`config.mk`:
```
export PLATFORM = sky130hd
export DESIGN_NAME = enc_scan
export DESIGN_NICKNAME = d
export VERILOG_FILES = /design/src/rtl/enc_scan_pkg.sv /design/src/rtl/enc_acc.sv /design/src/rtl/enc_scan.sv
export SDC_FILE = /design/constraint.sdc
export NUM_CORES = 1
export LEC_CHECK = 0
export ABC_AREA = 1
export BUFFER_PORTS_ARGS = -buffer_cell sky130_fd_sc_hd__buf_2
export CELL_PAD_IN_SITES_DETAIL_PLACEMENT = 1
export CELL_PAD_IN_SITES_GLOBAL_PLACEMENT = 1
export CORE_MARGIN = 4
export CORE_UTILIZATION = 49
export CTS_CLUSTER_DIAMETER = 200
export DETAILED_ROUTE_END_ITERATION = 8
export GPL_ROUTABILITY_DRIVEN = 0
export PLACE_DENSITY_LB_ADDON = 0.1
export SETUP_SLACK_MARGIN = 0.2
export SYNTH_ARGS = -nofsm -noshare
export SYNTH_HDL_FRONTEND = slang
export SYNTH_SLANG_ARGS = --single-unit
```
`constraint.sdc`:
```
create_clock -name clk_i -period 6.6 [get_ports clk_i]
set_input_delay 1.32 -clock clk_i [delete_from_list [all_inputs] [get_ports clk_i]]
set_output_delay 1.32 -clock clk_i [all_outputs]
set_load 0.005 [all_outputs]
```
`src/rtl/enc_scan_pkg.sv`:
```
// Shared definitions for the encoder scanner: FSM state codes and the
// saturation limits used by every per-channel accumulator.
package enc_scan_pkg;

    localparam logic [1:0] ST_IDLE   = 2'd0;
    localparam logic [1:0] ST_STROBE = 2'd1;
    localparam logic [1:0] ST_WAIT   = 2'd2;
    localparam logic [1:0] ST_ACCUM  = 2'd3;

    // Two's-complement limits of a w-bit signed value (w up to 31).
    function automatic int sat_hi(input int w);
        return (1 << (w - 1)) - 1;
    endfunction

    function automatic int sat_lo(input int w);
        return -(1 << (w - 1));
    endfunction

endpackage

```
`src/rtl/enc_acc.sv`:
```
// One channel's signed saturating accumulator with a sticky overflow flag.
// A host clear in the same cycle as an add keeps the new delta, so no count is lost.
module enc_acc
    import enc_scan_pkg::*;
#(
    parameter int CNT_W = 2,
    parameter int ACC_W = 8
) (
    input  logic                    clk_i,
    input  logic                    rst_n_i,
    input  logic                    add_en,
    input  logic                    clr,
    input  logic [CNT_W-1:0]        delta,
    output logic signed [ACC_W-1:0] acc,
    output logic                    ovf
);

    localparam logic signed [ACC_W:0] HI = (ACC_W + 1)'(sat_hi(ACC_W));
    localparam logic signed [ACC_W:0] LO = (ACC_W + 1)'(sat_lo(ACC_W));

    logic signed [ACC_W-1:0] dext;
    logic signed [ACC_W:0]   sum;

    assign dext = {{(ACC_W - CNT_W){delta[CNT_W-1]}}, delta};
    assign sum  = {acc[ACC_W-1], acc} + {dext[ACC_W-1], dext};

    always_ff @(posedge clk_i or negedge rst_n_i) begin
        if (!rst_n_i) begin
            acc <= '0;
            ovf <= 1'b0;
        end else if (clr) begin
            // A delta fits in ACC_W bits, so starting over from it never saturates.
            acc <= add_en ? dext : '0;
            ovf <= 1'b0;
        end else if (add_en && (dext != '0)) begin
            if (sum > HI) begin
                acc <= HI[ACC_W-1:0];
                ovf <= 1'b1;
            end else if (sum < LO) begin
                acc <= LO[ACC_W-1:0];
                ovf <= 1'b1;
            end else begin
                acc <= sum[ACC_W-1:0];
            end
        end
    end

endmodule

```
`src/rtl/enc_scan.sv`:
```
// Round-robin scanner that drains CH encoder decoders into per-channel accumulators.
// Host reads return the selected accumulator and clear it together with its flag.
//
// state     | meaning
// ST_IDLE   | waiting for a divider tick to start a round at channel 0
// ST_STROBE | enc_rd_o[ch] high, delta captured from enc_cnt_i
// ST_WAIT   | one spare cycle while the decoder finishes its clear
// ST_ACCUM  | delta added into acc[ch]; advance or finish the round
module enc_scan
    import enc_scan_pkg::*;
#(
    parameter int CH       = 4,
    parameter int CNT_W    = 2,
    parameter int ACC_W    = 8,
    parameter int SCAN_DIV = 256,
    localparam int SEL_W   = (CH > 1) ? $clog2(CH) : 1
) (
    input  logic                    clk_i,
    input  logic                    rst_n_i,
    input  logic [CH*CNT_W-1:0]     enc_cnt_i,
    output logic [CH-1:0]           enc_rd_o,
    input  logic [SEL_W-1:0]        sel_i,
    input  logic                    rd_i,
    output logic signed [ACC_W-1:0] data_o,
    output logic [CH-1:0]           ovf_o,
    output logic                    irq_o
);

    localparam int DIV_W = $clog2(SCAN_DIV);

    logic [DIV_W-1:0]        div;
    logic                    tick;
    logic [1:0]              state;
    logic [SEL_W-1:0]        ch;
    logic [CNT_W-1:0]        delta;
    logic [CNT_W-1:0]        cnt_sel;
    logic signed [ACC_W-1:0] acc [CH];
    logic signed [ACC_W-1:0] rd_val;
    logic [CH-1:0]           add_en;
    logic [CH-1:0]           clr;
    logic [CH-1:0]           acc_nz;
    logic [CH-1:0]           ovf;

    // Terminal count at zero, so the first tick comes on the first clock after reset.
    assign tick = (div == '0);

    always_ff @(posedge clk_i or negedge rst_n_i) begin
        if (!rst_n_i) begin
            div <= '0;
        end else if (tick) begin
            div <= DIV_W'(SCAN_DIV - 1);
        end else begin
            div <= div - 1'b1;
        end
    end

    always_ff @(posedge clk_i or negedge rst_n_i) begin
        if (!rst_n_i) begin
            state <= ST_IDLE;
            ch    <= '0;
            delta <= '0;
        end else begin
            case (state)
                ST_IDLE: begin
                    if (tick) begin
                        state <= ST_STROBE;
                        ch    <= '0;
                    end
                end
                ST_STROBE: begin
                    delta <= cnt_sel;
                    state <= ST_WAIT;
                end
                ST_WAIT: state <= ST_ACCUM;
                ST_ACCUM: begin
                    if (ch == SEL_W'(CH - 1)) begin
                        state <= ST_IDLE;
                    end else begin
                        ch    <= ch + 1'b1;
                        state <= ST_STROBE;
                    end
                end
                default: state <= ST_IDLE;
            endcase
        end
    end

    always_comb begin
        cnt_sel  = '0;
        enc_rd_o = '0;
        rd_val   = '0;
        for (int k = 0; k < CH; k++) begin
            if (ch == SEL_W'(k)) begin
                cnt_sel     = enc_cnt_i[k*CNT_W +: CNT_W];
                enc_rd_o[k] = (state == ST_STROBE);
            end
            // Out-of-range selects match no channel and read back zero.
            if (sel_i == SEL_W'(k)) begin
                rd_val = acc[k];
            end
        end
    end

    for (genvar k = 0; k < CH; k++) begin : g_ch
        assign add_en[k] = (state == ST_ACCUM) && (ch == SEL_W'(k));
        assign clr[k]    = rd_i && (sel_i == SEL_W'(k));
        assign acc_nz[k] = (acc[k] != '0);

        enc_acc #(
            .CNT_W (CNT_W),
            .ACC_W (ACC_W)
        ) u_acc (
            .clk_i   (clk_i),
            .rst_n_i (rst_n_i),
            .add_en  (add_en[k]),
            .clr     (clr[k]),
            .delta   (delta),
            .acc     (acc[k]),
            .ovf     (ovf[k])
        );
    end

    assign ovf_o = ovf;

    always_ff @(posedge clk_i or negedge rst_n_i) begin
        if (!rst_n_i) begin
            data_o <= '0;
            irq_o  <= 1'b0;
        end else begin
            if (rd_i) begin
                data_o <= rd_val;
            end
            irq_o <= (|acc_nz) | (|ovf);
        end
    end

endmodule

```
# Word level (Yosys, flattened, before mapping)
# Index checks and enable logic that the tools add are counted.
# Widths: inputs -> output; s select.
[classes]
magnitude_cmp = 8
eq_ne = 11
n_addsub = 6
bitwise_logic = 1
mux = 55
reduce_logical = 37
[op_table]
columns = ["operator", "count"]
rows = [
  ["$mux 8", 25],
  ["$reduce_bool 8->1", 5],
  ["$add 8x2->9", 4],
  ["$gt 9x8->1 const B", 4],
  ["$lt 9x8->1 const B", 4],
  ["$mux 1", 21],
  ["$mux 2", 7],
  ["$eq 2x2->1 const B", 6],
  ["$logic_and 1x1->1", 12],
  ["$reduce_bool 3->1", 4],
  ["$reduce_bool 2->1", 5],
  ["$logic_not 8->1", 1],
  ["$pmux 2 s4", 1],
  ["$reduce_and 2->1", 4],
  ["$reduce_or 4->1", 2],
  ["$sub 8x1->8 const B", 1],
  ["$eq 2x1->1 const B", 3],
  ["$logic_not 2->1", 3],
  ["$ne 2x2->1 const B", 2],
  ["$pmux 2 s2", 1],
  ["$reduce_and 3->1", 1],
  ["$add 2x1->2 const B", 1],
  ["$or 1x1->1", 1],
]
[totals]
reg_bits = 59
inputBits = 13
elab_cells = 132

# Longest topological paths before layout
[logic_depth]
word_depth = 6
ltp_mapped = 13

# By module
# Synthesis repeated with hierarchy kept, for this count alone.
[hier_totals]
cells_unflattened = 773
area_unflattened_um2 = 5302.6
[modules_own_cells]
columns = ["module", "area_each_um2", "instances", "cells_per_inst"]
rows = [
  ["enc_acc (g_ch[1].u_acc ...)", 934.6, 3, 134],
  ["enc_scan", 1617.8, 1, 240],
  ["enc_acc (g_ch[0].u_acc)", 880.8, 1, 131],
]

# Least setup slack after synthesis
# Ideal clock, no wire load.
[synth_timing]
path_type = "input port to flip-flop"
from = "input port sel_i[0]"
to = "register g_ch[0].u_acc.acc[3]"
path_stages = 9
arrival_ns = 2.344
path_slack_ns = 4.139
n_path_buf = 1
path_cell_list = "buf_4 nor2_4 nand2_2 o21ai_2 inv_4 nor2_4 nand2_1 nor2_1 nor2_1"
[synth_between]
elab_chain_cells = 3
word_cells_on_any_way = 4
[synth_rtl]
columns = ["item", "line", "rtl"]
rows = [
  ["from (decl)", "enc_scan.sv:22", "input logic [SEL_W-1:0] sel_i,"],
  ["$logic_not 2->1 (*)", "enc_scan.sv:106", "assign clr[k] = rd_i && (sel_i == SEL_W'(k));"],
  ["$logic_and 1x1->1 (*)", "enc_scan.sv:106", ""],
  ["$mux 8 / $reduce_bool 2->1 (equally long branches)", "--", ""],
  ["to (signal assigned)", "enc_acc.sv:33", "acc <= add_en ? dext : '0;"],
  ["to (signal assigned)", "enc_acc.sv:37", "acc <= HI[ACC_W-1:0];"],
  ["to (signal assigned)", "enc_acc.sv:40", "acc <= LO[ACC_W-1:0];"],
  ["to (decl)", "enc_acc.sv:14", "output logic signed [ACC_W-1:0] acc,"],
]
# Mark *: on every way between the ends. The rest lies on a longest branch, timed or not.
# A chain may end at the register's enable or synchronous reset.

# Worst setup path after layout
[layout_timing]
from = "register delta[1]"
to = "register g_ch[2].u_acc.acc[1]"
[layout_between]
elab_chain_cells = 6
word_cells_on_any_way = 11
[layout_rtl]
columns = ["item", "line", "rtl"]
rows = [
  ["from (decl)", "enc_scan.sv:35", "logic [CNT_W-1:0] delta;"],
  ["from (signal assigned)", "enc_scan.sv:71", "delta <= cnt_sel;"],
  ["$add 8x2->9", "enc_acc.sv:25", "assign sum = {acc[ACC_W-1], acc} + {dext[ACC_W-1], dext};"],
  ["$lt 9x8->1", "enc_acc.sv:39", "end else if (sum < LO) begin"],
  ["$mux 8", "enc_acc.sv:39", ""],
  ["$mux 8", "enc_acc.sv:36", "if (sum > HI) begin"],
  ["$mux 8", "enc_acc.sv:35", "end else if (add_en && (dext != '0)) begin"],
  ["$mux 8", "enc_acc.sv:31", "end else if (clr) begin"],
  ["to (signal assigned)", "enc_acc.sv:33", ""],
  ["to (signal assigned)", "enc_acc.sv:37", ""],
  ["to (signal assigned)", "enc_acc.sv:40", ""],
  ["to (decl)", "enc_acc.sv:14", ""],
]
# Several ways; a longest one is shown, not always the timed one. The select of a mux whose other input is x is not followed.

==> results.json <==
{
  "status": "complete, no violations",
  "synth_seq_cells": 59,
  "post-route-period-util": 0.439,
  "cp.arrival_ns": 3.17,
  "clock-sinks": 59,
  "p_int_mw": 1.19,
  "syn_area_per_cell_um2": 7.03,
  "syn_to_final_growth_pct": 10.5,
  "clockBufferDepth": 2,
  "switching_power_mw": 1.08,
  "firstDrtPassIters": 4,
  "pwr-share-seq": 0.296,
  "rows": 35,
  "drt_iter0_drc": 192,
  "cellLeakagePower_nw": 2.74,
  "multi_input_area_mm2": 0.00286,
  "p_clk_frac": 0.168,
  "drt-wirelength-per-cell_um": 16.4,
  "finish.utilization": 0.562,
  "p_sw_frac": 0.476,
  "yosys_most_used_dff": "dfrtp_1",
  "r2r_setup_slack_ns": 3.70,
  "met3_usage": 0.0498,
  "synth.largest_area_cell": "dfrtp_1",
  "postCtsSetupRepairBufs": 0,
  "use_met2": 0.467,
  "grt_overflow_total": 0,
  "path_class": "reg2reg",
  "fin_nets": 768,
  "clk_pin_slew_ns": 0.07,
  "drive_gt1_frac": 0.105,
  "use_met1": 0.330,
  "yosysSeqAreaShare": 0.311,
  "via_per_inst": 5.44,
  "tritoncts": "yes",
  "setup_violations": 0,
  "synth_area_mm2": 0.00474,
  "ys_warn_count": 0,
  "synth_edf_count": 0,
  "yosys.area_share.simple": 0.328,
  "synthAdderAreaFrac": 0.128,
  "synth_common_cells": "nand2_1 (196), nor2_1 (86), inv_1 (84)",
  "cts-resized-gates": 0,
  "dp_hpwl_mm": 11.1,
  "synth_top_family_by_area": "simple AND/OR/NAND/NOR gates",
  "seqCellArea_mm2": 0.00148,
  "grt_pass1_vias": 4997,
  "crit_fanout": 18,
  "hold_class": "reg2reg",
  "cp.required_ns": 6.87,
  "pwr-share-comb": 0.537,
  "start_kind": "flop",
  "clockRootBuffer": "clkbuf_8",
  "synth_cells": 675,
  "synthMuxAreaShare": 0,
  "dp.cells": 827,
  "cts_inserted_buffers": 9,
  "async_flop_share": 1.00,
  "maxSlewViolCount": 0,
  "fillers": 1273,
  "clkLatencyLatePin_ns": 0.35,
  "start_util": 0.509,
  "hold_violations": 0,
  "synth_compound_area_frac": 0.113,
  "ios": 30,
  "finalWirelength_mm": 13.8,
  "synth_cell_types": 39,
  "postPlaceCellArea_mm2": 0.00502,
  "end_kind": "flop",
  "p_per_area_mw_per_mm2": 432,
  "vdd_drop_max_mv": 0.202,
  "postLayoutCellArea_mm2": 0.00524,
  "place.port_buffers": 29,
  "die-area_mm2": 0.0113,
  "ant_nets": 0,
  "synth_fp_nets": 734,
  "layout_min_cycle_time_ns": 2.90,
  "busiest_layer": "met2",
  "finalNonFillerCells": 843,
  "antenna_found_initial": 0,
  "fin_skew_ns": 0.0121,
  "synth.area.top_cells": "dfrtp_1 (31%), nand2_1 (16%), ha_1 (11%)",
  "grt_max_degree": 60,
  "grt_pass1_wl_mm": 23.9,
  "core_area_mm2": 0.00933,
  "via_count": 4585,
  "worst_slew_pin_slew_ns": 0.838,
  "route.detailed.drc": 0,
  "grt_usage": 0.263,
  "antenna_cells": 0,
  "netlist.area_leader.share": 0.311,
  "h-tree-depth": 3,
  "synth_xor_area_frac": 0.0351,
  "die_w_um": 106,
  "rsz0062_at_grt": "no",
  "die_y_um": 106,
  "synthMostInstantiatedCell": "nand2_1",
  "timing.fmax_mhz": 345,
  "hold_buffers": 0,
  "tns_ns": 0,
  "slew_headroom": 0.441,
  "drv_cap": 0
}
## critical path, stage by stage (launching register included)
cell and delay (ns):
dfrtp_1 0.89, buf_4 0.40, ha_1 0.33, nand2_1 0.11
inv_1 0.04, a21oi_1 0.24, nand2_1 0.12, nand2_1 0.07
nand2_1 0.06, a21oi_1 0.29, nand2_1 0.11, a21oi_1 0.14
## power by group through the flow
stage / registers (mW) / clock network (mW) / logic [mW]
2_1_floorplan: 0.588 / 0 / 0.940
3_3_place_gp: 0.666 / 0 / 1.14
3_5_place_dp: 0.673 / 0 / 1.21
4_1_cts: 0.668 / 0.388 / 1.22
5_1_grt: 0.682 / 0.402 / 1.41
6_report: 0.669 / 0.380 / 1.21
## sequential cells by signal, summed over array words and instances, names as in the netlist
register	cells
ch	2
data_o	8
delta	2
div	8
g_ch.u_acc.acc	32
g_ch.u_acc.ovf	4
irq_o	1
state	2
## metal layers
| metal | vias to the layer above | wire (µm) |
|---|---|---|
| li1 | 2244 | - |
| met3 | 18 | 538 |
| met1 | 2244 | 6110 |
| met4 | 0 | 202 |
| met5 | - | 0 |
| met2 | 79 | 6970 |
## final timing paths
path | startpoint | cells after the start | endpoint
min in group asynchronous | rst_n_i | 2 | g_ch[3].u_acc.ovf
max reg2reg | delta[1] | 11 | g_ch[2].u_acc.acc[1]
min | div[0] | 1 | div[0]
min reg2reg | div[0] | 1 | div[0]
max in group asynchronous | rst_n_i | 2 | g_ch[2].u_acc.acc[4]
max | delta[1] | 11 | g_ch[2].u_acc.acc[1]
## stage by stage
stage | worst slack (ns) | hold WS [ns] | power (mW)
finish | 3.70 | 0.441 | 2.26
detailed placement | 3.71 | 0.431 | 1.88
global route | 3.35 | 0.468 | 2.50
floorplan | 4.14 | 0.409 | 1.53
global placement | 3.85 | 0.424 | 1.80
CTS | 3.67 | 0.443 | 2.28
## area by class of cell
class	instances	area share
multi-input cells	515	0.546
flip-flops and latches	59	0.282
inverters	93	0.0675
well taps	129	0.0308
repair buffers	31	0.0305
clock buffers	12	0.0296
clock inverters	4	0.0138
## cells by family (layout without fill, tap and decap cells)
kind of cell | Yosys count | in the layout
AND/OR/NAND/NOR | 362 | 362
buffers and inverters | 101 | 140
AO/OA/AOI/OAI | 88 | 88
flip-flops | 59 | 59
adder cells (fa/ha/maj) | 46 | 46
XOR/XNOR | 19 | 19
## cells in the final DEF, fill, tap and decap left out, types with 2 or more instances in the layout
| cell type | count |
|---|---|
| clkbuf_8 | 11 |
| nor3_1 | 8 |
| nor4_1 | 8 |
| o2111ai_1 | 2 |
| o22ai_1 | 6 |
| inv_4 | 2 |
| a41oi_1 | 6 |
| ha_1 | 42 |
| a21oi_1 | 51 |
| xor2_1 | 5 |
| o211ai_1 | 3 |
| nand2_2 | 2 |
| buf_2 | 29 |
| nor2_2 | 2 |
| nor2_1 | 86 |
| nand2_1 | 196 |
| nor2_4 | 6 |
| dfrtp_1 | 59 |
| xnor2_1 | 14 |
| fa_1 | 4 |
| o21ai_0 | 12 |
| o21ai_4 | 3 |
| nor3_2 | 3 |
| buf_4 | 2 |
| inv_2 | 7 |
| inv_1 | 84 |
| nand4_1 | 2 |
| bufinv_16 | 2 |
| nand3_1 | 43 |
No activity file was read; power rests on OpenSTA's default activity.
